--- src/rtl/uart_pkg.sv ---
// ---------------------------------------------------------------------------
// uart_pkg
// Shared constants and types for the UART receive path.
//   rx_state_t : deframer state encoding
//   OSR        : oversample ticks per bit
//   MID_TICK   : start-bit sample point (tick count value)
//   LAST_TICK  : data/stop sample point (tick count value)
//   DATA_BITS  : payload bits per character
// ---------------------------------------------------------------------------
package uart_pkg;

  typedef enum logic [2:0] {
    IDLE      = 3'd0,
    START     = 3'd1,
    DATA      = 3'd2,
    STOP      = 3'd3,
    WAIT_HIGH = 3'd4
  } rx_state_t;

  localparam int OSR       = 16;
  localparam int MID_TICK  = 7;
  localparam int LAST_TICK = 15;
  localparam int DATA_BITS = 8;

endpackage

--- src/rtl/sync_fifo.sv ---
// ---------------------------------------------------------------------------
// sync_fifo
// Single-clock circular-buffer FIFO with registered read data.
//   clk_in, rst     : clock, synchronous active-high reset
//   wr_en, din      : push request/data (dropped while full)
//   rd_en, dout     : pop request (ignored while empty), data one cycle later
//   empty, full     : occupancy flags, evaluated before same-cycle pop
//   data_count      : number of stored entries
// ---------------------------------------------------------------------------
module sync_fifo #(
  parameter int DEPTH = 16,
  parameter int WIDTH = 8,
  localparam int AW   = $clog2(DEPTH)
) (
  input  logic             clk_in,
  input  logic             rst,
  input  logic             wr_en,
  input  logic [WIDTH-1:0] din,
  input  logic             rd_en,
  output logic [WIDTH-1:0] dout,
  output logic             empty,
  output logic             full,
  output logic [AW:0]      data_count
);

  logic [WIDTH-1:0] mem [DEPTH];
  logic [AW-1:0]    wptr;
  logic [AW-1:0]    rptr;
  logic [AW:0]      count;
  logic             wr_ok;
  logic             rd_ok;

  assign empty      = (count == '0);
  assign full       = (count == (AW+1)'(DEPTH));
  assign data_count = count;

  // Both qualifiers use the pre-update flags, so a push into a full FIFO is
  // lost even when a pop happens in the same cycle.
  assign wr_ok = wr_en && !full;
  assign rd_ok = rd_en && !empty;

  always_ff @(posedge clk_in) begin
    if (wr_ok) mem[wptr] <= din;
  end

  always_ff @(posedge clk_in) begin
    if (rst) begin
      wptr  <= '0;
      rptr  <= '0;
      count <= '0;
      dout  <= '0;
    end else begin
      // DEPTH is a power of two, so pointers wrap naturally.
      if (wr_ok) wptr <= wptr + 1'b1;
      if (rd_ok) begin
        dout <= mem[rptr];
        rptr <= rptr + 1'b1;
      end
      case ({wr_ok, rd_ok})
        2'b10:   count <= count + 1'b1;
        2'b01:   count <= count - 1'b1;
        default: count <= count;
      endcase
    end
  end

endmodule

--- src/rtl/uart_rx_fifo.sv ---
// ---------------------------------------------------------------------------
// uart_rx_fifo
// 16x-oversampling 8N1 UART receiver feeding an internal byte FIFO.
//   clk_in, rst      : clock, synchronous active-high reset
//   rx_en            : one-cycle 16x baud tick
//   rx_serial_data   : asynchronous serial line, idle high
//   rd_en, dout      : FIFO read handshake (dout valid the cycle after)
//   empty, full      : FIFO occupancy flags
//   data_count       : bytes stored
//   rx_busy          : deframer not idle
//   frame_err        : sticky, stop bit sampled low
//   overflow         : sticky, good byte dropped on full FIFO
//   clr_err          : clears both sticky flags (a same-cycle set wins)
//
// Deframer states (advance only on rx_en):
//   state     | meaning
//   IDLE      | line high, waiting for a falling edge
//   START     | counting to mid start bit, rejecting glitches
//   DATA      | sampling 8 data bits at bit centre, LSB first
//   STOP      | sampling the stop bit, push or flag
//   WAIT_HIGH | framing error seen, wait for line to return high
// ---------------------------------------------------------------------------
module uart_rx_fifo
  import uart_pkg::*;
#(
  parameter int DEPTH = 16,
  parameter int AW    = $clog2(DEPTH)
) (
  input  logic          clk_in,
  input  logic          rst,
  input  logic          rx_en,
  input  logic          rx_serial_data,
  input  logic          rd_en,
  output logic [7:0]    dout,
  output logic          empty,
  output logic          full,
  output logic [AW:0]   data_count,
  output logic          rx_busy,
  output logic          frame_err,
  output logic          overflow,
  input  logic          clr_err
);

  logic                 sync1;
  logic                 rxs;

  rx_state_t            state, state_d;
  logic [3:0]           tcnt, tcnt_d;
  logic [2:0]           bcnt, bcnt_d;
  logic [DATA_BITS-1:0] shreg, shreg_d;
  logic                 push;
  logic                 ferr_set;
  logic                 ovf_set;

  // Two-stage synchronizer; resets to the idle (high) line level.
  always_ff @(posedge clk_in) begin
    if (rst) begin
      sync1 <= 1'b1;
      rxs   <= 1'b1;
    end else begin
      sync1 <= rx_serial_data;
      rxs   <= sync1;
    end
  end

  always_ff @(posedge clk_in) begin
    if (rst) begin
      state <= IDLE;
      tcnt  <= '0;
      bcnt  <= '0;
      shreg <= '0;
    end else begin
      state <= state_d;
      tcnt  <= tcnt_d;
      bcnt  <= bcnt_d;
      shreg <= shreg_d;
    end
  end

  always_comb begin
    state_d  = state;
    tcnt_d   = tcnt;
    bcnt_d   = bcnt;
    shreg_d  = shreg;
    push     = 1'b0;
    ferr_set = 1'b0;
    ovf_set  = 1'b0;
    if (rx_en) begin
      case (state)
        IDLE: begin
          if (!rxs) begin
            state_d = START;
            tcnt_d  = '0;
          end
        end
        START: begin
          if (tcnt == 4'(MID_TICK)) begin
            if (rxs) begin
              state_d = IDLE;
            end else begin
              state_d = DATA;
              tcnt_d  = '0;
              bcnt_d  = '0;
            end
          end else begin
            tcnt_d = tcnt + 1'b1;
          end
        end
        DATA: begin
          // tcnt wraps 15 -> 0 so consecutive samples are OSR ticks apart.
          tcnt_d = tcnt + 1'b1;
          if (tcnt == 4'(LAST_TICK)) begin
            shreg_d = {rxs, shreg[DATA_BITS-1:1]};
            bcnt_d  = bcnt + 1'b1;
            if (bcnt == 3'(DATA_BITS-1)) begin
              state_d = STOP;
              tcnt_d  = '0;
            end
          end
        end
        STOP: begin
          if (tcnt == 4'(LAST_TICK)) begin
            if (rxs && !full) begin
              push    = 1'b1;
              state_d = IDLE;
            end else if (rxs) begin
              ovf_set = 1'b1;
              state_d = IDLE;
            end else begin
              ferr_set = 1'b1;
              state_d  = WAIT_HIGH;
            end
          end else begin
            tcnt_d = tcnt + 1'b1;
          end
        end
        WAIT_HIGH: begin
          if (rxs) state_d = IDLE;
        end
        default: state_d = IDLE;
      endcase
    end
  end

  assign rx_busy = (state != IDLE);

  always_ff @(posedge clk_in) begin
    if (rst) begin
      frame_err <= 1'b0;
      overflow  <= 1'b0;
    end else begin
      if (ferr_set)     frame_err <= 1'b1;
      else if (clr_err) frame_err <= 1'b0;
      if (ovf_set)      overflow  <= 1'b1;
      else if (clr_err) overflow  <= 1'b0;
    end
  end

  sync_fifo #(
    .DEPTH (DEPTH),
    .WIDTH (DATA_BITS)
  ) u_fifo (
    .clk_in     (clk_in),
    .rst        (rst),
    .wr_en      (push),
    .din        (shreg_d),
    .rd_en      (rd_en),
    .dout       (dout),
    .empty      (empty),
    .full       (full),
    .data_count (data_count)
  );

endmodule

--- config.mk ---
export PLATFORM = sky130hd
export DESIGN_NAME = uart_rx_fifo
export DESIGN_NICKNAME = d
export VERILOG_FILES = /design/src/rtl/uart_pkg.sv /design/src/rtl/sync_fifo.sv /design/src/rtl/uart_rx_fifo.sv
export SDC_FILE = /design/constraint.sdc
export NUM_CORES = 1
export LEC_CHECK = 0
export ABC_AREA = 1
export CAP_MARGIN = 10
export CORE_UTILIZATION = 38
export CTS_CLUSTER_SIZE = 16
export DETAILED_ROUTE_END_ITERATION = 6
export GPL_TIMING_DRIVEN = 0
export MAX_ROUTING_LAYER = met4
export RECOVER_POWER = 25
export SYNTH_ARGS = -nofsm -noshare
export SYNTH_HDL_FRONTEND = slang
export SYNTH_SLANG_ARGS = --single-unit
--- constraint.sdc ---
create_clock -name clk_in -period 5.9 [get_ports clk_in]
set_input_delay 1.77 -clock clk_in [delete_from_list [all_inputs] [get_ports clk_in]]
set_output_delay 1.77 -clock clk_in [all_outputs]
set_load 0.02 [all_outputs]
---- After elaboration in Yosys (flattened, before gate mapping) ----
Memory sizes are Yosys's and may differ from the RTL's. A register that Yosys moved wholly into a read port is not among the register bits.
Index checks and enable logic that the tools add are counted.
storage, ports and cells
  memories kept ........................... 1
  logic and storage cells ................. 95
  memory bits (writable) .................. 128
  output and inout port bits .............. 18
  bits of input ports ..................... 6
  register bits after elaboration ......... 35
memory list
  name        depth  bits a word  read ports  clocked after Yosys merged registers in  wr ports  line             source
  u_fifo.mem  16     8            1           1                                        1         sync_fifo.sv:26  logic [WIDTH-1:0] mem [DEPTH];
cells by class
  mux-type cells .......................... 43
  equality and inequality tests ........... 18
  reductions and logical operators ........ 16
  $add $sub $neg .......................... 6
operators with widths
  operator                                                                count
  3-bit two-way mux                                                       11
  8-bit two-way mux                                                       3
  4-bit two-way mux                                                       5
  1-bit two-way mux                                                       19
  2-bit inequality test (second input constant)                           8
  4-bit case mux with 4 select lines                                      1
  3-bit case mux with 5 select lines                                      1
  4-bit by 1-bit adder with 4-bit output (second input constant)          3
  5-bit case mux with 2 select lines                                      1
  2-bit nonzero test                                                      4
  7-bit AND reduction                                                     1
  3-bit by 2-bit equality test with 1-bit output (second input constant)  2
  3-bit equality test (second input constant)                             2
  3-bit case mux with 2 select lines                                      1
  5-bit by 1-bit adder with 5-bit output (second input constant)          1
  5-bit equality test (second input constant)                             1
  5-bit zero test                                                         1
  5-bit AND reduction                                                     1
  5-bit by 1-bit subtractor with 5-bit output (second input constant)     1
  4-bit by 3-bit equality test with 1-bit output (second input constant)  1
  4-bit equality test (second input constant)                             1
  4-bit nonzero test                                                      1
  3-bit by 1-bit adder with 3-bit output (second input constant)          1
  3-bit by 1-bit equality test with 1-bit output (second input constant)  1
  other kinds (8)                                                         11

---- Logic depth before layout (Yosys ltp) ----
  depth in word-level cells ............... 10
  gate-level depth with buffers ........... 17
  mapped depth without buffers ............ 17

---- Modules after synthesis ----
A second synthesis with hierarchy kept.
unflattened totals
  cell total of the unflattened synthesis .. 847
  area, all modules ....................... 7817.5 um2
by module, submodules not included
  module        area an instance (um2)  cells an instance  seq. area each (um2)  times used
  sync_fifo     6536.3                  667                4264.1                1
  uart_rx_fifo  1281.2                  180                440.4                 1

---- Worst setup path before layout ----
OpenSTA, ideal clock, no wires.
  path kind ............................... in2reg
  start point ............................. in rd_en
  end point ............................... reg u_fifo.count[4], in the netlist u_fifo.data_count[4]
  slack ................................... 2.479 ns
  data required time ...................... 5.768 ns
  arrival ................................. 3.289 ns
  stages .................................. 14
  path buffers ............................ 1
  library setup time ...................... 0.132 ns
  cells stage by stage .................... nand2_1 inv_1 buf_2 ha_1 inv_1 fa_1 inv_1 nand2_1 a21oi_1 nor2_1 nand2_1 nand2_1 nand2_1 a21oi_1
on the way
  longest elaborated chain between the ends .. 3
  elaborated cells on any way between the ends .. 5
  classes of those cells .................. eq/ne: 2; mux: 1; reduce/logical: 2
ends and longest elaborated chain
  element                                                                                line                source
  from (decl)                                                                            uart_rx_fifo.sv:33  input logic rd_en,
  1-bit logical AND *                                                                    sync_fifo.sv:40     assign rd_ok = rd_en && !empty;
  net u_fifo.rd_ok                                                                       sync_fifo.sv:31     logic rd_ok;
  2-bit by 1-bit equality test with 1-bit output or 2-bit equality test (tied branches)  sync_fifo.sv:59     case ({wr_ok, rd_ok})
  5-bit case mux with 2 select lines or 2-bit nonzero test (tied branches)               -
  to (signal assigned)                                                                   sync_fifo.sv:60     2'b10: count <= count + 1'b1;
  to (signal assigned)                                                                   sync_fifo.sv:61     2'b01: count <= count - 1'b1;
  to (signal assigned)                                                                   sync_fifo.sv:62     default: count <= count;
  to (decl)                                                                              sync_fifo.sv:29     logic [AW:0] count;
Mark *: on every way through the listed nets, which the timed path passes. The rest lies on a longest branch.
A chain may end at the register's enable or synchronous reset.

---- Worst setup path after layout ----
  start point ............................. in rx_en
  end point ............................... mem u_fifo.mem[10][2] (enable)
on the way
  longest elaborated chain between the ends .. 4
ends and longest elaborated chain
  element                                  line                source
  from (decl)                              uart_rx_fifo.sv:31  input logic rx_en,
  1-bit two-way mux                        uart_rx_fifo.sv:88  if (rx_en) begin
  1-bit logical AND                        sync_fifo.sv:39     assign wr_ok = wr_en && !full;
  1-bit two-way mux                        sync_fifo.sv:43     if (wr_ok) mem[wptr] <= din;
  1-bit two-way mux (implied by the code)  sync_fifo.sv:43
  to (decl)                                sync_fifo.sv:26
Every way passes these cells.

==> out/results.txt <==
gr usage total: 18.6%
Crit path largest cell delay: 760 ps
per-cell routed wire length: 15.2 um
slowest CP cell: nor2_1
area delta synth->final: 14.4%
Multi-input gate area: 0.00233 mm^2
Final Setup Violations: 0
number of synthesis warnings: 0
core footprint: 0.0197 mm^2
Hold Vio Cnt, Final: 0
final wirelength: 17500 um
synthesized area: 0.00767 mm^2
Remaining DRCs: 0
CP cell instances: dlygate4sd3_1 > nand2_1 > nor2_1 > nand2_1 > clkinvlp_2 > nand2_2 > nor2_1
dpl hpwl: 12000 um
clock power share: 34.3%
die height: 144 um
Crit path arrival time: 4120 ps
pwr dens: 383 mW/mm^2
HP Class: reg -> reg
internal power: 2260 uW
Comb power frac: 25.3%
P_leak: 0.00382 uW
post-layout util: 44.6%
n_diodes: 0
Switching Fraction: 32.9%
setup fix buffers added after clock tree synthesis: 0
syn_nets: 849
share of layout cells above drive strength 1: 7.58%
status: finished, final reports clean
first-pass GRT wire length: 27200 um
CP Launch Type: input port
Resized Gates After CTS: 0
clock transition at the registers of the reported paths: 70 ps
Layout Skew: 11.2 ps
Rows: 51
Die ar.: 0.0208 mm^2
deepest clock path buffer count: 2
CTS H-tree depth: 4
synthesis-stage register bit count: 171
max-slew violation count: 0
Clock Latency Late Sink: 440 ps
# IOs: 24
Inst Count DP: 1117
cells after synthesis: 830
crit path max fanout: 8
switching pwr: 1100 uW
Layout fillers: 1927
max-cap violations: 0
root buf cell: clkbuf_16
total global routing overflow: 0
Worst EP required: 5960 ps
CTS Sinks: 171
Final Power: 3360 uW
antenna violations before repair: 0
vias in the first global route: 5006
CTS tree: done
Slew headroom: 34.6%
setup_tns: 0 ps
nets: 890
crit end category: flop
Worst VDD drop: 0.000205 V
Worst Tran Pin Value: 977 ps
DRT antenna net count: 0
Mapped Avg Cell Area: 9.24 um^2
starting density of the core: 39.0%
sequential share of the synthesized area: 61.3%
fmax: 246 MHz
Cell variety after synth: 32
Die Span X: 144 um
port buffer count: 22
Final Non-Filler Cells: 1149
min cycle time layout: 4070 ps
number of buffers created by CTS: 17
FF/Latch Area: 0.00470 mm^2
Vias: 5483
largest net degree at the start of global routing: 18
Crit Path Class: in -> reg
RD Place Congestion: 0.925
# hold bufs at CTS: 0
vias per inst: 4.77
Seq pwr share: 40.4%
ratio of final minimum period to clock period: 68.9%
detailed-router iteration count before antenna repair: 5
RSZ-0062 raised after global routing: no
initial drt markers: 428
hold slack: 415 ps
==> Yosys cell counts <==
cell type | count | area share (%)
or2_2 | 8 | 0.65
xnor2_1 | 1 | 0.11
inv_2 | 3 | 0.15
nand2_2 | 6 | 0.49
a31oi_1 | 1 | 0.082
nor2_4 | 3 | 0.44
o21a_1 | 1 | 0.098
edfxtp_1 | 128 | 50
ha_1 | 12 | 2.0
nand2_4 | 1 | 0.15
a21oi_2 | 1 | 0.11
clkinv_1 | 2 | 0.098
nand3_1 | 102 | 6.7
xor2_1 | 6 | 0.69
dfxtp_1 | 43 | 11
buf_2 | 19 | 1.2
o21bai_1 | 1 | 0.098
nand2_1 | 263 | 13
buf_1 | 2 | 0.098
clkinv_4 | 1 | 0.11
nand4_1 | 4 | 0.33
a21oi_1 | 23 | 1.5
inv_1 | 110 | 5.4
nor2_2 | 2 | 0.16
or2_1 | 1 | 0.082
buf_6 | 1 | 0.15
fa_1 | 1 | 0.26
nor2_1 | 53 | 2.6
o21ai_1 | 2 | 0.13
o21ai_2 | 5 | 0.57
clkbuf_1 | 10 | 0.49
o21ai_0 | 14 | 0.91
==> metal layers <==
| metal | track usage [%] | up-vias | share of wire [%] | wire length (um) |
|---|---|---|---|---|
| met5 | - | - | 0 | 0 |
| met4 | 6.89 | 0 | 2.1 | 374 |
| met3 | 4.14 | 24 | 5.0 | 884 |
| met2 | 28.9 | 133 | 47 | 8180 |
| met1 | 23.9 | 2567 | 46 | 8070 |
| li1 | - | 2759 | - | - |
==> cells by family after synthesis <==
family                   share of synthesized area, %
AND/OR/NAND/NOR                                  24.4
buffers and inverters                            7.72
XOR/XNOR                                        0.799
adder cells (fa/ha/maj)                          2.22
flip-flops                                       61.3
AO/OA/AOI/OAI                                    3.51
==> flip-flops by register name, indices dropped and copies added (netlist names), 3 cells and up <==
name               cells
bcnt                   3
u_fifo.dout            8
shreg                  8
u_fifo.wptr            4
tcnt                   4
state                  3
u_fifo.rptr            4
u_fifo.data_count      5
u_fifo.mem           128
==> critical path: cells and delay by family <==
kind	cells	cell delay, ps
buf+inv	2	910
simple gates	5	1430
==> metrics by stage <==
| step | area (um^2) | setup slack [ps] |
|---|---|---|
| floorplan | 7670 | 2480 |
| global placement | 8220 | 1720 |
| detailed placement | 8220 | 1700 |
| CTS | 8830 | 2160 |
| global route | 8770 | 1560 |
| finish | 8770 | 1830 |
==> worst paths after layout <==
kind | startpoint | end | slack (ps) | cells past startpoint
max reg2reg | tcnt[0] | u_fifo.mem[10][2] | 2960 | 9
max | rx_en | u_fifo.mem[10][2] | 1830 | 7
min | sync1 | rxs | 410 | 1
min reg2reg | sync1 | rxs | 410 | 1
==> placed cells by master (no fill, tap or decap), drive strengths merged <==
cell,count
dfxtp,43
fa,1
or2,9
o21a,1
clkinv,4
nand4,4
clkinvlp,1
nand3,102
ha,12
o21ai,21
a31oi,1
dlygate4sd3,14
o21bai,1
a21oi,24
bufinv,2
nand2,270
edfxtp,128
inv,123
xor2,6
nor2,58
buf,19
xnor2,1
clkbuf,31
clkdlybuf4s50,8
==> power groups by stage <==
| stage | logic (uW) | registers (uW) | clock network, uW |
|---|---|---|---|
| floorplan | 525 | 1430 | 0 |
| global placement | 860 | 1390 | 0 |
| detailed placement | 867 | 1390 | 0 |
| CTS | 871 | 1360 | 1180 |
| global route | 954 | 1360 | 1220 |
| finish | 850 | 1360 | 1150 |
==> layout make-up <==
type	instances	share of cell area, %
sequential	171	53.6
multi-input combinational	511	26.5
inverter	116	4.98
tap	265	3.78
clock buffer	18	5.01
buffer	32	1.61
clock inverter	14	1.95
timing repair buffer	22	2.51
Note: power is estimated with default switching activity, not from simulation.
